File: src/rtl/i2c_txn_arbiter.sv
// Round-robin arbiter that shares one byte-level I2C master engine among NUM_REQ
// register-access requesters, with a per-transaction timeout watchdog.
module i2c_txn_arbiter #(
    parameter int unsigned NUM_REQ        = 3,
    parameter int unsigned TIMEOUT_CYCLES = 1000000,
    localparam int unsigned IDW           = (NUM_REQ > 1) ? $clog2(NUM_REQ) : 1
) (
    input  logic                 clk,
    input  logic                 reset_n,
    input  logic [NUM_REQ-1:0]   req_valid,
    input  logic [7*NUM_REQ-1:0] req_dev,
    input  logic [8*NUM_REQ-1:0] req_reg,
    input  logic [8*NUM_REQ-1:0] req_wdata,
    input  logic [NUM_REQ-1:0]   req_rnw,
    output logic [NUM_REQ-1:0]   req_ready,
    output logic [NUM_REQ-1:0]   rsp_valid,
    output logic [7:0]           rsp_rdata,
    output logic [1:0]           rsp_err,
    output logic                 eng_start,
    output logic [6:0]           eng_dev,
    output logic [7:0]           eng_reg,
    output logic [7:0]           eng_wdata,
    output logic                 eng_rnw,
    input  logic                 eng_done,
    input  logic                 eng_nack,
    input  logic [7:0]           eng_rdata,
    output logic                 eng_abort,
    output logic [IDW-1:0]       grant_id,
    output logic                 busy
);

    localparam int unsigned CW = $clog2(TIMEOUT_CYCLES);
    localparam logic [1:0] ERR_OK      = 2'b00;
    localparam logic [1:0] ERR_NACK    = 2'b01;
    localparam logic [1:0] ERR_TIMEOUT = 2'b10;
    localparam logic [NUM_REQ-1:0] ONE_HOT0 = NUM_REQ'(1);

    typedef enum logic [1:0] {IDLE, ISSUE, WAIT, RESP} state_t;

    state_t         state;
    logic [IDW-1:0] last_grant;
    logic [CW-1:0]  cnt;
    logic           expired;
    logic           win_valid;
    logic [IDW-1:0] win_idx;
    logic [IDW-1:0] cand;

    assign expired = (cnt == CW'(TIMEOUT_CYCLES - 1));

    // Abort must see eng_done in the same cycle so a coincident completion wins.
    assign eng_abort = (state == WAIT) && expired && !eng_done;

    // Round-robin scan from last_grant+1; descending loop leaves the nearest hit.
    always_comb begin
        win_valid = 1'b0;
        win_idx   = '0;
        cand      = '0;
        for (int unsigned k = NUM_REQ; k >= 1; k--) begin
            cand = IDW'((32'(last_grant) + k) % NUM_REQ);
            if (req_valid[cand]) begin
                win_valid = 1'b1;
                win_idx   = cand;
            end
        end
    end

    always_ff @(posedge clk) begin
        if (!reset_n) begin
            state      <= IDLE;
            last_grant <= IDW'(NUM_REQ - 1);
            cnt        <= '0;
            req_ready  <= '0;
            rsp_valid  <= '0;
            rsp_rdata  <= '0;
            rsp_err    <= ERR_OK;
            eng_start  <= 1'b0;
            eng_dev    <= '0;
            eng_reg    <= '0;
            eng_wdata  <= '0;
            eng_rnw    <= 1'b0;
            grant_id   <= '0;
            busy       <= 1'b0;
        end else begin
            req_ready <= '0;
            rsp_valid <= '0;
            eng_start <= 1'b0;
            case (state)
                IDLE: begin
                    if (win_valid) begin
                        state     <= ISSUE;
                        busy      <= 1'b1;
                        grant_id  <= win_idx;
                        eng_dev   <= req_dev[7*win_idx +: 7];
                        eng_reg   <= req_reg[8*win_idx +: 8];
                        eng_wdata <= req_wdata[8*win_idx +: 8];
                        eng_rnw   <= req_rnw[win_idx];
                        eng_start <= 1'b1;
                        req_ready <= ONE_HOT0 << win_idx;
                    end
                end
                ISSUE: begin
                    cnt   <= '0;
                    state <= WAIT;
                end
                WAIT: begin
                    cnt <= cnt + CW'(1);
                    if (eng_done) begin
                        // Data from a NACKed or write transfer is meaningless; return zero.
                        rsp_rdata <= (eng_rnw && !eng_nack) ? eng_rdata : 8'h00;
                        rsp_err   <= eng_nack ? ERR_NACK : ERR_OK;
                        rsp_valid <= ONE_HOT0 << grant_id;
                        state     <= RESP;
                    end else if (expired) begin
                        rsp_rdata <= 8'h00;
                        rsp_err   <= ERR_TIMEOUT;
                        rsp_valid <= ONE_HOT0 << grant_id;
                        state     <= RESP;
                    end
                end
                RESP: begin
                    last_grant <= grant_id;
                    busy       <= 1'b0;
                    state      <= IDLE;
                end
                default: state <= IDLE;
            endcase
        end
    end

endmodule

File: config.mk
export PLATFORM = sky130hd
export DESIGN_NAME = i2c_txn_arbiter
export DESIGN_NICKNAME = d
export VERILOG_FILES = /design/src/rtl/i2c_txn_arbiter.sv
export SDC_FILE = /design/constraint.sdc
export NUM_CORES = 1
export LEC_CHECK = 0
export ABC_AREA = 1
export BUFFER_PORTS_ARGS = -buffer_cell sky130_fd_sc_hd__buf_2
export CAP_MARGIN = 10
export CORE_ASPECT_RATIO = 2
export CORE_UTILIZATION = 50
export DETAILED_ROUTE_END_ITERATION = 10
export PLACE_DENSITY = 0.8
export SLEW_MARGIN = 25
export SYNTH_ARGS = -nofsm -noshare
export SYNTH_HDL_FRONTEND = slang
export SYNTH_SLANG_ARGS = --single-unit
File: constraint.sdc
create_clock -name clk -period 2.2 [get_ports clk]
set_input_delay 0.44 -clock clk [delete_from_list [all_inputs] [get_ports clk]]
set_output_delay 0.44 -clock clk [all_outputs]
set_load 0.01 [all_outputs]
==> results.yml, run 1 <==
run_status:
  outcome: "completed"
clocking:
  path_clk_slew_ps: 60
  h-tree-depth: 3
  cts_buffers: 9
  tritoncts: "done"
  clkSinkCount: 68
  cts_root_buf: "clkbuf_16"
  clockBufferDepth: 2
  hold_buffers: 0
  clk_latency_ps: 330
layout:
  nFillCells: 637
  final_nets: 743
  diodes: 0
  instances_no_fill: 744
  largest_register_ffs: 20
  drive_above_1_share_pct: 32.06
  fin_util_pct: 66.00
  top_register: "cnt"
  design_area_um2: 4760
  syn_to_final_growth_pct: 28.34
pwr:
  p_leak_nw: 2.387
  power.density_nw_per_um2: 1207
  ir_worst_vdd_uv: 899.5
route:
  wl_per_cell_um: 14.23
  drc: 0
  ant_nets: 0
  vias: 4064
  finalWirelength_um: 10590
  first_pass_iters: 7
  first_iter_violations: 287
  vias_per_cell: 5.462
place:
  place.port_buffers: 131
  dp_cells: 727
  place_hpwl_um: 7791
  place_area_um2: 4412
  routabilityCongestion: 0.8687
sta:
  rsz0062_at_grt: "no"
  fin_crit_sh_pct: 93.99
  finalSetupViolCount: 0
  post-route-min-period_ps: 2068
  finClkSkew_ps: 4.547
  slew_headroom_pct: 66.64
  tightest_slew_ps: 498.5
  tns_ps: 0
  final_hold_viol_count: 0
  slew_violations: 0
  max_freq_mhz: 483.6
  holdWs_ps: 368.5
worst_setup_path:
  end_kind: "flop"
  arrival_ps: 2330
  start_kind: "flop"
  cp_max_fo: 24
  critPathKind: "flop to flop"
  required_ps: 2470
worst_hold_path:
  hold_class: "input pin to flop"
synth:
  synth_edf_count: 0
  async_flop_share_pct: 0
  muxShareOfSynthArea_pct: 0
  synthAdderAreaFrac_pct: 3.036
  synth_top_family_by_area: "simple AND/OR/NAND/NOR gates"
  synth_area_um2: 3709
  syn-num-nets: 615
  synth-simple-area-share_pct: 29.89
  ys_warn_count: 0
  yosysSeqAreaShare_pct: 36.71
  synth_xor_area_share_pct: 1.181
  ys_types: 35
  synth_compound_area_share_pct: 17.51
  ys.flop_type: "dfxtp_1"
  avgSynthCellArea_um2: 7.146
  synth_cells: 519
  ys_ff_latch: 68
grt:
  grt_busiest_layer: "met2"
  grt_pass1_vias: 3804
  gr-usage-all-layers_pct: 27.41
  use_met1_pct: 26.52
  grt_max_degree: 29
  antenna_found_initial: 0
  grtUsageMet3_pct: 5.769
  grt_first_pass_wirelength_um: 16710
  met2_usage_pct: 52.35
  overflow: 0
floorplanning:
  die_area_um2: 7786
  start_util_pct: 51.42
  die_h_um: 123.8
  fp.dieW_um: 62.90
  ioPinCount: 132
  rows: 44
  core_um2: 7212
flow_run:
  drv_cap: 0
## cell usage after synthesis, types with 3 or more instances
| cell type | instances | share of area [%] |
|---|---|---|
| ha_1 | 9 | 3.0 |
| a21oi_1 | 70 | 9.4 |
| buf_6 | 4 | 1.2 |
| inv_2 | 5 | 0.51 |
| clkbuf_1 | 6 | 0.61 |
| nand3_2 | 6 | 1.6 |
| nand4_1 | 10 | 1.7 |
| o21ai_0 | 35 | 4.7 |
| nor4_1 | 3 | 0.51 |
| buf_2 | 10 | 1.3 |
| a21oi_2 | 9 | 2.1 |
| inv_1 | 74 | 7.5 |
| nor2_2 | 5 | 0.84 |
| nand2_2 | 18 | 3.0 |
| dfxtp_1 | 68 | 37 |
| nor2_1 | 26 | 2.6 |
| xor2_1 | 3 | 0.71 |
| nand2_1 | 60 | 6.1 |
| nand3_1 | 65 | 8.8 |
| nor3_1 | 12 | 1.6 |
## kinds of logic after synthesis
group / after synthesis
AO/OA/AOI/OAI: 119
XOR/XNOR: 5
adder cells (fa/ha/maj): 9
buffers and inverters: 102
flip-flops: 68
AND/OR/NAND/NOR: 216
## worst paths after layout
path / to / slack [ps] / cells past startpoint / startpoint
worst max-delay path: eng_wdata[3]$_SDFFE_PN0P_ / 130 / 12 / last_grant[0]$_SDFFE_PN0P_
worst min-delay path: rsp_err[0]$_SDFFE_PN0P_ / 370 / 3 / eng_done
worst max register to register: eng_wdata[3]$_SDFFE_PN0P_ / 130 / 12 / last_grant[0]$_SDFFE_PN0P_
worst min register to register: rsp_rdata[3]$_SDFFE_PN0P_ / 460 / 2 / rsp_rdata[3]$_SDFFE_PN0P_
## what timing repair did
action	in CTS	in global routing
endpoints found under the setup margin	0	29
setup buffers	0	0
resized for setup	0	8
## worst max-delay path: stages (launching register included)
cell     delay (ps)
dfxtp_1         350
inv_1            80
ha_1            340
inv_2           110
nand2_1          70
nand3_2          80
nand2_2         140
a21oi_2         210
nand2_4         100
buf_6           190
nand3_1          90
nand3_1          90
a21oi_1         150
## layer usage
metal  vias up  part of all wire, %
met1      1888                   35
met4         0                  3.7
li1       1975                    -
met3        40                  5.0
met5         -                    0
met2       161                   56
## cell usage in the layout (no fill, tap or decap), drive strengths merged
| cell type | n |
|---|---|
| buf | 138 |
| nand2 | 80 |
| inv | 79 |
| a21oi | 79 |
| nand3 | 72 |
| dfxtp | 68 |
| o21ai | 36 |
| nor2 | 34 |
| nor3 | 13 |
| nand4 | 10 |
| clkbuf | 10 |
| ha | 9 |
| clkinv | 4 |
| xor2 | 3 |
| nor4 | 3 |
| nand3b | 2 |
| o21a | 2 |
| xnor2 | 2 |
| clkinvlp | 2 |
| or2 | 1 |
| a31oi | 1 |
| and3 | 1 |
| and3b | 1 |
| a211oi | 1 |
| bufinv | 1 |
## report_power, final
group	total [mW]	internal, mW	leakage (nW)	switching, mW
Clock	1.45	0.905	0.144	0.547
Sequential	1.76	1.56	0.557	0.204
Combinational	2.53	0.901	1.69	1.63
## area by class of cell
cell class | instances | area [µm²] | area share (%)
tap | 92 | 115.1 | 2.419
inverter | 80 | 300.3 | 6.309
clock inverter | 6 | 63.81 | 1.341
timing repair buffer | 138 | 724.4 | 15.22
sequential | 68 | 1363 | 28.63
clock buffer | 10 | 239.0 | 5.021
multi-input combinational | 350 | 1954 | 41.06
## stage by stage
step	power [mW]	setup slack, ps
6_report	5.744	132.2
5_1_grt	6.127	15.87
4_1_cts	5.682	42.27
3_5_place_dp	4.204	99.90
3_3_place_gp	4.119	208.3
2_1_floorplan	3.464	362.2
Power figures use the tool's default switching activity.
==> inputs of run 2 (changes only) <==
--- a/config.mk
+++ b/config.mk
@@ -9,8 +9,10 @@
 export BUFFER_PORTS_ARGS = -buffer_cell sky130_fd_sc_hd__buf_2
 export CAP_MARGIN = 10
 export CORE_ASPECT_RATIO = 2
+export CORE_MARGIN = 2
 export CORE_UTILIZATION = 50
 export DETAILED_ROUTE_END_ITERATION = 10
+export GPL_TIMING_DRIVEN = 0
 export PLACE_DENSITY = 0.8
 export SLEW_MARGIN = 25
 export SYNTH_ARGS = -nofsm -noshare
==> results.yml, run 2 (same netlist as run 1, synthesis figures left out) <==
sta:
  holdWs_ps: 376.3
  post-route-min-period_ps: 2123
  rsz0062_at_grt: "yes"
  fin_crit_sh_pct: 96.50
  max_freq_mhz: 471.1
  slew_violations: 0
  finClkSkew_ps: 6.152
  finalSetupViolCount: 0
  tightest_slew_ps: 526.2
  final_hold_viol_count: 0
  slew_headroom_pct: 64.79
clocking:
  clk_latency_ps: 340
  clkSinkCount: 68
  clockBufferDepth: 2
  cts_root_buf: "clkbuf_16"
  cts_buffers: 9
  path_clk_slew_ps: 60
  hold_buffers: 0
  tritoncts: "done"
  h-tree-depth: 3
  cts_setup_buffers: 0
floorplanning:
  die_area_um2: 8163
  rows: 44
  start_util_pct: 51.42
  die_h_um: 125.8
  ioPinCount: 132
  core_um2: 7212
  fp.dieW_um: 64.90
layout:
  final_nets: 757
  nFillCells: 644
  diodes: 0
  instances_no_fill: 758
  top_register: "cnt"
  largest_register_ffs: 20
  design_area_um2: 4811
  regArea_um2: 1361
  multi_input_area_um2: 1938
  final_cell_mix: "buf_2, inv_1, a21oi_1"
  drive_above_1_share_pct: 32.88
  syn_to_final_growth_pct: 29.72
  layout_commonest_cell: "buf_2"
route:
  first_iter_violations: 239
  wl_per_cell_um: 14.18
  drc: 0
  ant_nets: 0
  vias: 4021
  first_pass_iters: 7
  vias_per_cell: 5.305
  finalWirelength_um: 10750
worst_hold_path:
  hold_class: "input pin to flop"
grt:
  antenna_found_initial: 0
  gr-usage-all-layers_pct: 26.48
  grt_first_pass_wirelength_um: 16950
  overflow: 0
  grt_pass1_vias: 3880
  grt_max_degree: 14
worst_setup_path:
  startpoint: "state[0]$_SDFFE_PN0P_"
  rr_startpoint: "last_grant[1]$_SDFFE_PN1P_"
  end_kind: "output pin"
  arrival_ps: 1680
  crit_chain: "inv_1 -> ha_2 -> buf_4 -> nand2_1 -> nor4_2 -> buf_2"
  crit_end: "eng_abort"
  cp.depth: 6
  rrSetupSlack_ps: 110
  required_ps: 1760
  reg2reg_depth: 11
  cp_num_buf_inv: 3
  start_kind: "flop"
  slowest_delay_ps: 330
  critPathKind: "flop to output pin"
  cp_max_fo: 10
  slowest_stage: "dfxtp_1"
  r2r_end: "eng_wdata[7]$_SDFFE_PN0P_"
  crit_family: "buffers and inverters"
pwr:
  swShare_pct: 41.00
  p_leak_nw: 2.421
  p_total_mw: 5.778
  ir_worst_vdd_uv: 815.6
  p_comb_share_pct: 44.7
  power.density_nw_per_um2: 1201
  p_int_mw: 3.409
  p_clk_share_pct: 25.0
  power.switching_mw: 2.369
  seq_power_share_pct: 30.3
place:
  dp_cells: 742
  place.port_buffers: 131
  place_hpwl_um: 8302
  place_area_um2: 4479
  routabilityCongestion: 0.8303
run_status:
  outcome: "completed"
flow_run:
  drv_cap: 0
## run 2: cell types whose count changed in the layout (fill, tap and decap cells not counted), moves of 2 or more
| cell | previous run | this run |
|---|---|---|
| buf_2 | 131 | 140 |
| buf_4 | 5 | 3 |
| buf_6 | 1 | 4 |
| clkbuf_1 | 0 | 4 |
| ha_1 | 8 | 6 |
| nor2_4 | 4 | 2 |
## run 2: through the flow
step,worst slack (ps),util [%],setup TNS (ps)
2_1_floorplan,362.2,-,0
3_3_place_gp,160.4,62.11,0
3_5_place_dp,117.4,62.11,0
4_1_cts,38.93,66.45,0
5_1_grt,-26.29,66.71,-46.13
6_report,77.09,66.71,0
## run 2: how the worst min path moves through the flow
stage,startpoint,to,slack (ps),cells after the start
after detailed placement,rsp_err[1]$_SDFFE_PN0P_,rsp_err[1]$_SDFFE_PN0P_,460,2
after floorplan,cnt[12]$_SDFFE_PN0P_,cnt[12]$_SDFFE_PN0P_,450,2
after global placement,rsp_err[1]$_SDFFE_PN0P_,rsp_err[1]$_SDFFE_PN0P_,450,2
after global routing,eng_rdata[4],rsp_rdata[4]$_SDFFE_PN0P_,380,3
after CTS,eng_nack,rsp_err[0]$_SDFFE_PN0P_,370,3
final,eng_rdata[4],rsp_rdata[4]$_SDFFE_PN0P_,380,3
## run 2: layout make-up
type / count / share of cell area, %
inverters: 80 / 6.242
repair buffers: 131 / 13.63
clock inverters: 7 / 1.560
plain buffers: 22 / 2.913
clock buffers: 9 / 4.681
flip-flops and latches: 68 / 28.30
well taps: 92 / 2.393
multi-input cells: 349 / 40.29
## run 2: power groups by stage
stage / Clock, mW / Sequential, mW / Combinational (mW)
2_1_floorplan: 0 / 1.87 / 1.59
3_3_place_gp: 0 / 1.76 / 2.47
3_5_place_dp: 0 / 1.77 / 2.53
4_1_cts: 1.46 / 1.75 / 2.55
5_1_grt: 1.52 / 1.79 / 2.85
6_report: 1.45 / 1.75 / 2.58
## run 2: routing by layer
layer / share of wire [%] / global-route usage (%)
met1: 36 / 24.75
met2: 56 / 51.06
met3: 5.1 / 5.714
met4: 3.7 / 13.77
met5: 0 / 0
## run 2: repair_timing
| action | CTS | global route |
|---|---|---|
| endpoints found under the setup margin | 1 | 30 |
| gates resized for setup | 4 | 6 |
| endpoints found under the hold margin | 0 | 0 |
## run 2: worst reg2reg max path, delay by kind of cell, from the launching register on
kind	cells	cell delay (ps)
flops	1	420
buf+inv	3	510
simple gates	5	590
compound gates	2	290
fa+ha+maj	1	210
==> inputs of run 3 (changes only) <==
--- a/config.mk
+++ b/config.mk
@@ -8,7 +8,7 @@
 export ABC_AREA = 1
 export BUFFER_PORTS_ARGS = -buffer_cell sky130_fd_sc_hd__buf_2
 export CAP_MARGIN = 10
-export CORE_ASPECT_RATIO = 2
+export CORE_ASPECT_RATIO = 1.5
 export CORE_MARGIN = 2
 export CORE_UTILIZATION = 50
 export DETAILED_ROUTE_END_ITERATION = 10
==> results.yml, run 3 (same netlist as run 1, synthesis figures left out) <==
run_status:
  outcome: "completed"
layout:
  multi_input_area_um2: 1954
  top_register: "cnt"
  final_cell_mix: "buf_2, inv_1, a21oi_1"
  drive_above_1_share_pct: 33.13
  layout_commonest_cell: "buf_2"
  syn_to_final_growth_pct: 28.61
  final_nets: 758
  regArea_um2: 1361
  diodes: 0
  design_area_um2: 4770
  nFillCells: 641
  largest_register_ffs: 20
worst_setup_path:
  critPathKind: "flop to output pin"
  r2r_end: "cnt[17]$_SDFFE_PN0P_"
  crit_end: "eng_abort"
  required_ps: 1760
  startpoint: "state[0]$_SDFFE_PN0P_"
  reg2reg_depth: 10
  rrSetupSlack_ps: 170
  rr_startpoint: "state[1]$_SDFFE_PN0P_"
  start_kind: "flop"
  cp_max_fo: 10
  end_kind: "output pin"
  arrival_ps: 1670
floorplanning:
  rows: 38
  core_um2: 7227
  start_util_pct: 51.32
  die_h_um: 109.5
  ioPinCount: 132
  fp.dieW_um: 74.32
  die_area_um2: 8136
sta:
  final_hold_viol_count: 0
  max_freq_mhz: 473.9
  tightest_slew_ps: 530.3
  finalWorstSetupSlack_ps: 89.74
  finClkSkew_ps: 11.21
  slew_headroom_pct: 64.52
  post-route-min-period_ps: 2110
  tns_ps: 0
  rsz0062_at_grt: "yes"
  finalSetupViolCount: 0
  fin_crit_sh_pct: 95.92
  slew_violations: 0
route:
  wl_per_cell_um: 13.14
  vias: 3978
  first_iter_violations: 210
  wl_met3_um: 559
  drc: 0
  wl_met2_um: 5429
  finalWirelength_um: 10080
  ant_nets: 0
  vias_per_cell: 5.186
  m1WireLength_um: 3949
  first_pass_iters: 5
  top_layer: "met4"
place:
  place.port_buffers: 131
  routabilityCongestion: 0.9085
  dp_slack_ps: 121.2
  place_hpwl_um: 7737
  place_area_um2: 4489
clocking:
  tritoncts: "done"
  h-tree-depth: 3
  clkSinkCount: 68
  hold_buffers: 0
  cts_root_buf: "clkbuf_8"
  clockBufferDepth: 2
  clk_latency_ps: 340
  cts_buffers: 9
  path_clk_slew_ps: 80
pwr:
  power.switching_mw: 2.288
  swShare_pct: 41.85
  p_leak_nw: 2.397
  ir_worst_vdd_uv: 669.9
  p_total_mw: 5.467
  power.density_nw_per_um2: 1146
  seq_power_share_pct: 31.9
  p_int_mw: 3.179
  p_clk_share_pct: 21.3
  p_comb_share_pct: 46.7
grt:
  gr-usage-all-layers_pct: 24.54
  antenna_found_initial: 0
  grt_pass1_vias: 3697
  grt_first_pass_wirelength_um: 15720
  grt_max_degree: 14
  overflow: 0
flow_run:
  drv_cap: 0
worst_hold_path:
  hold_class: "input pin to flop"
  min_from: "eng_nack"
run 3: cell count changes in the layout (fill, tap and decap cells not counted), sizes merged:
| cell | before | now |
|---|---|---|
| clkbuf | 15 | 17 |
| buf | 147 | 146 |
| clkinvlp | 3 | 1 |
| clkinv | 3 | 4 |
| bufinv | 1 | 2 |
run 3: cell type report:
type                            instances  share of cell area (%)
Buffer                                 22                   2.991
Clock inverter                          7                   2.072
Sequential cell                        68                   28.54
Timing Repair Buffer                  132                   13.90
Clock buffer                            9                   2.597
Multi-Input combinational cell        349                   40.98
Tap cell                              100                   2.623
Inverter                               80                   6.296
run 3: worst min-delay path by stage:
| stage | end | slack (ps) | cells past startpoint |
|---|---|---|---|
| floorplan | cnt[12]$_SDFFE_PN0P_ | 450 | 2 |
| global placement | rsp_err[1]$_SDFFE_PN0P_ | 450 | 2 |
| detailed placement | rsp_err[1]$_SDFFE_PN0P_ | 450 | 2 |
| CTS | rsp_err[0]$_SDFFE_PN0P_ | 360 | 3 |
| global route | rsp_rdata[1]$_SDFFE_PN0P_ | 370 | 3 |
| finish | rsp_err[0]$_SDFFE_PN0P_ | 370 | 3 |
run 3: metal layers:
metal  GRT usage, %  vias to the layer above
met5              0                        -
met4          8.929                        0
met1          26.56                     1840
met2          45.41                      131
met3          5.775                       11
li1               -                     1996
run 3: per-stage QoR:
stage,hold WS [ps],std cells,utilization (%)
detailed placement,451.7,750,62.12
floorplan,449.7,519,-
finish,368.9,767,66.00
global route,367.3,767,66.00
CTS,363.2,766,65.29
global placement,448.4,750,62.12
run 3: power groups by stage:
stage	combinational, mW	sequential (mW)	clock (mW)
2_1_floorplan	1.59	1.87	0
3_3_place_gp	2.45	1.75	0
3_5_place_dp	2.49	1.76	0
4_1_cts	2.51	1.74	1.17
5_1_grt	2.84	1.78	1.23
6_report	2.56	1.74	1.17
run 3: critical path, cell delays in order, from the launching register on:
cell and delay, ps:
dfxtp_1 330, inv_1 150, ha_4 190, clkbuf_4 200, nand2_1 80, nor4_2 210
buf_2 170
run 3: timing repair:
| item | in CTS | in global routing |
|---|---|---|
| gates cloned | 0 | 0 |
| endpoints found under the setup margin | 1 | 18 |
| gates resized for setup | 3 | 9 |
| setup buffers | 0 | 1 |
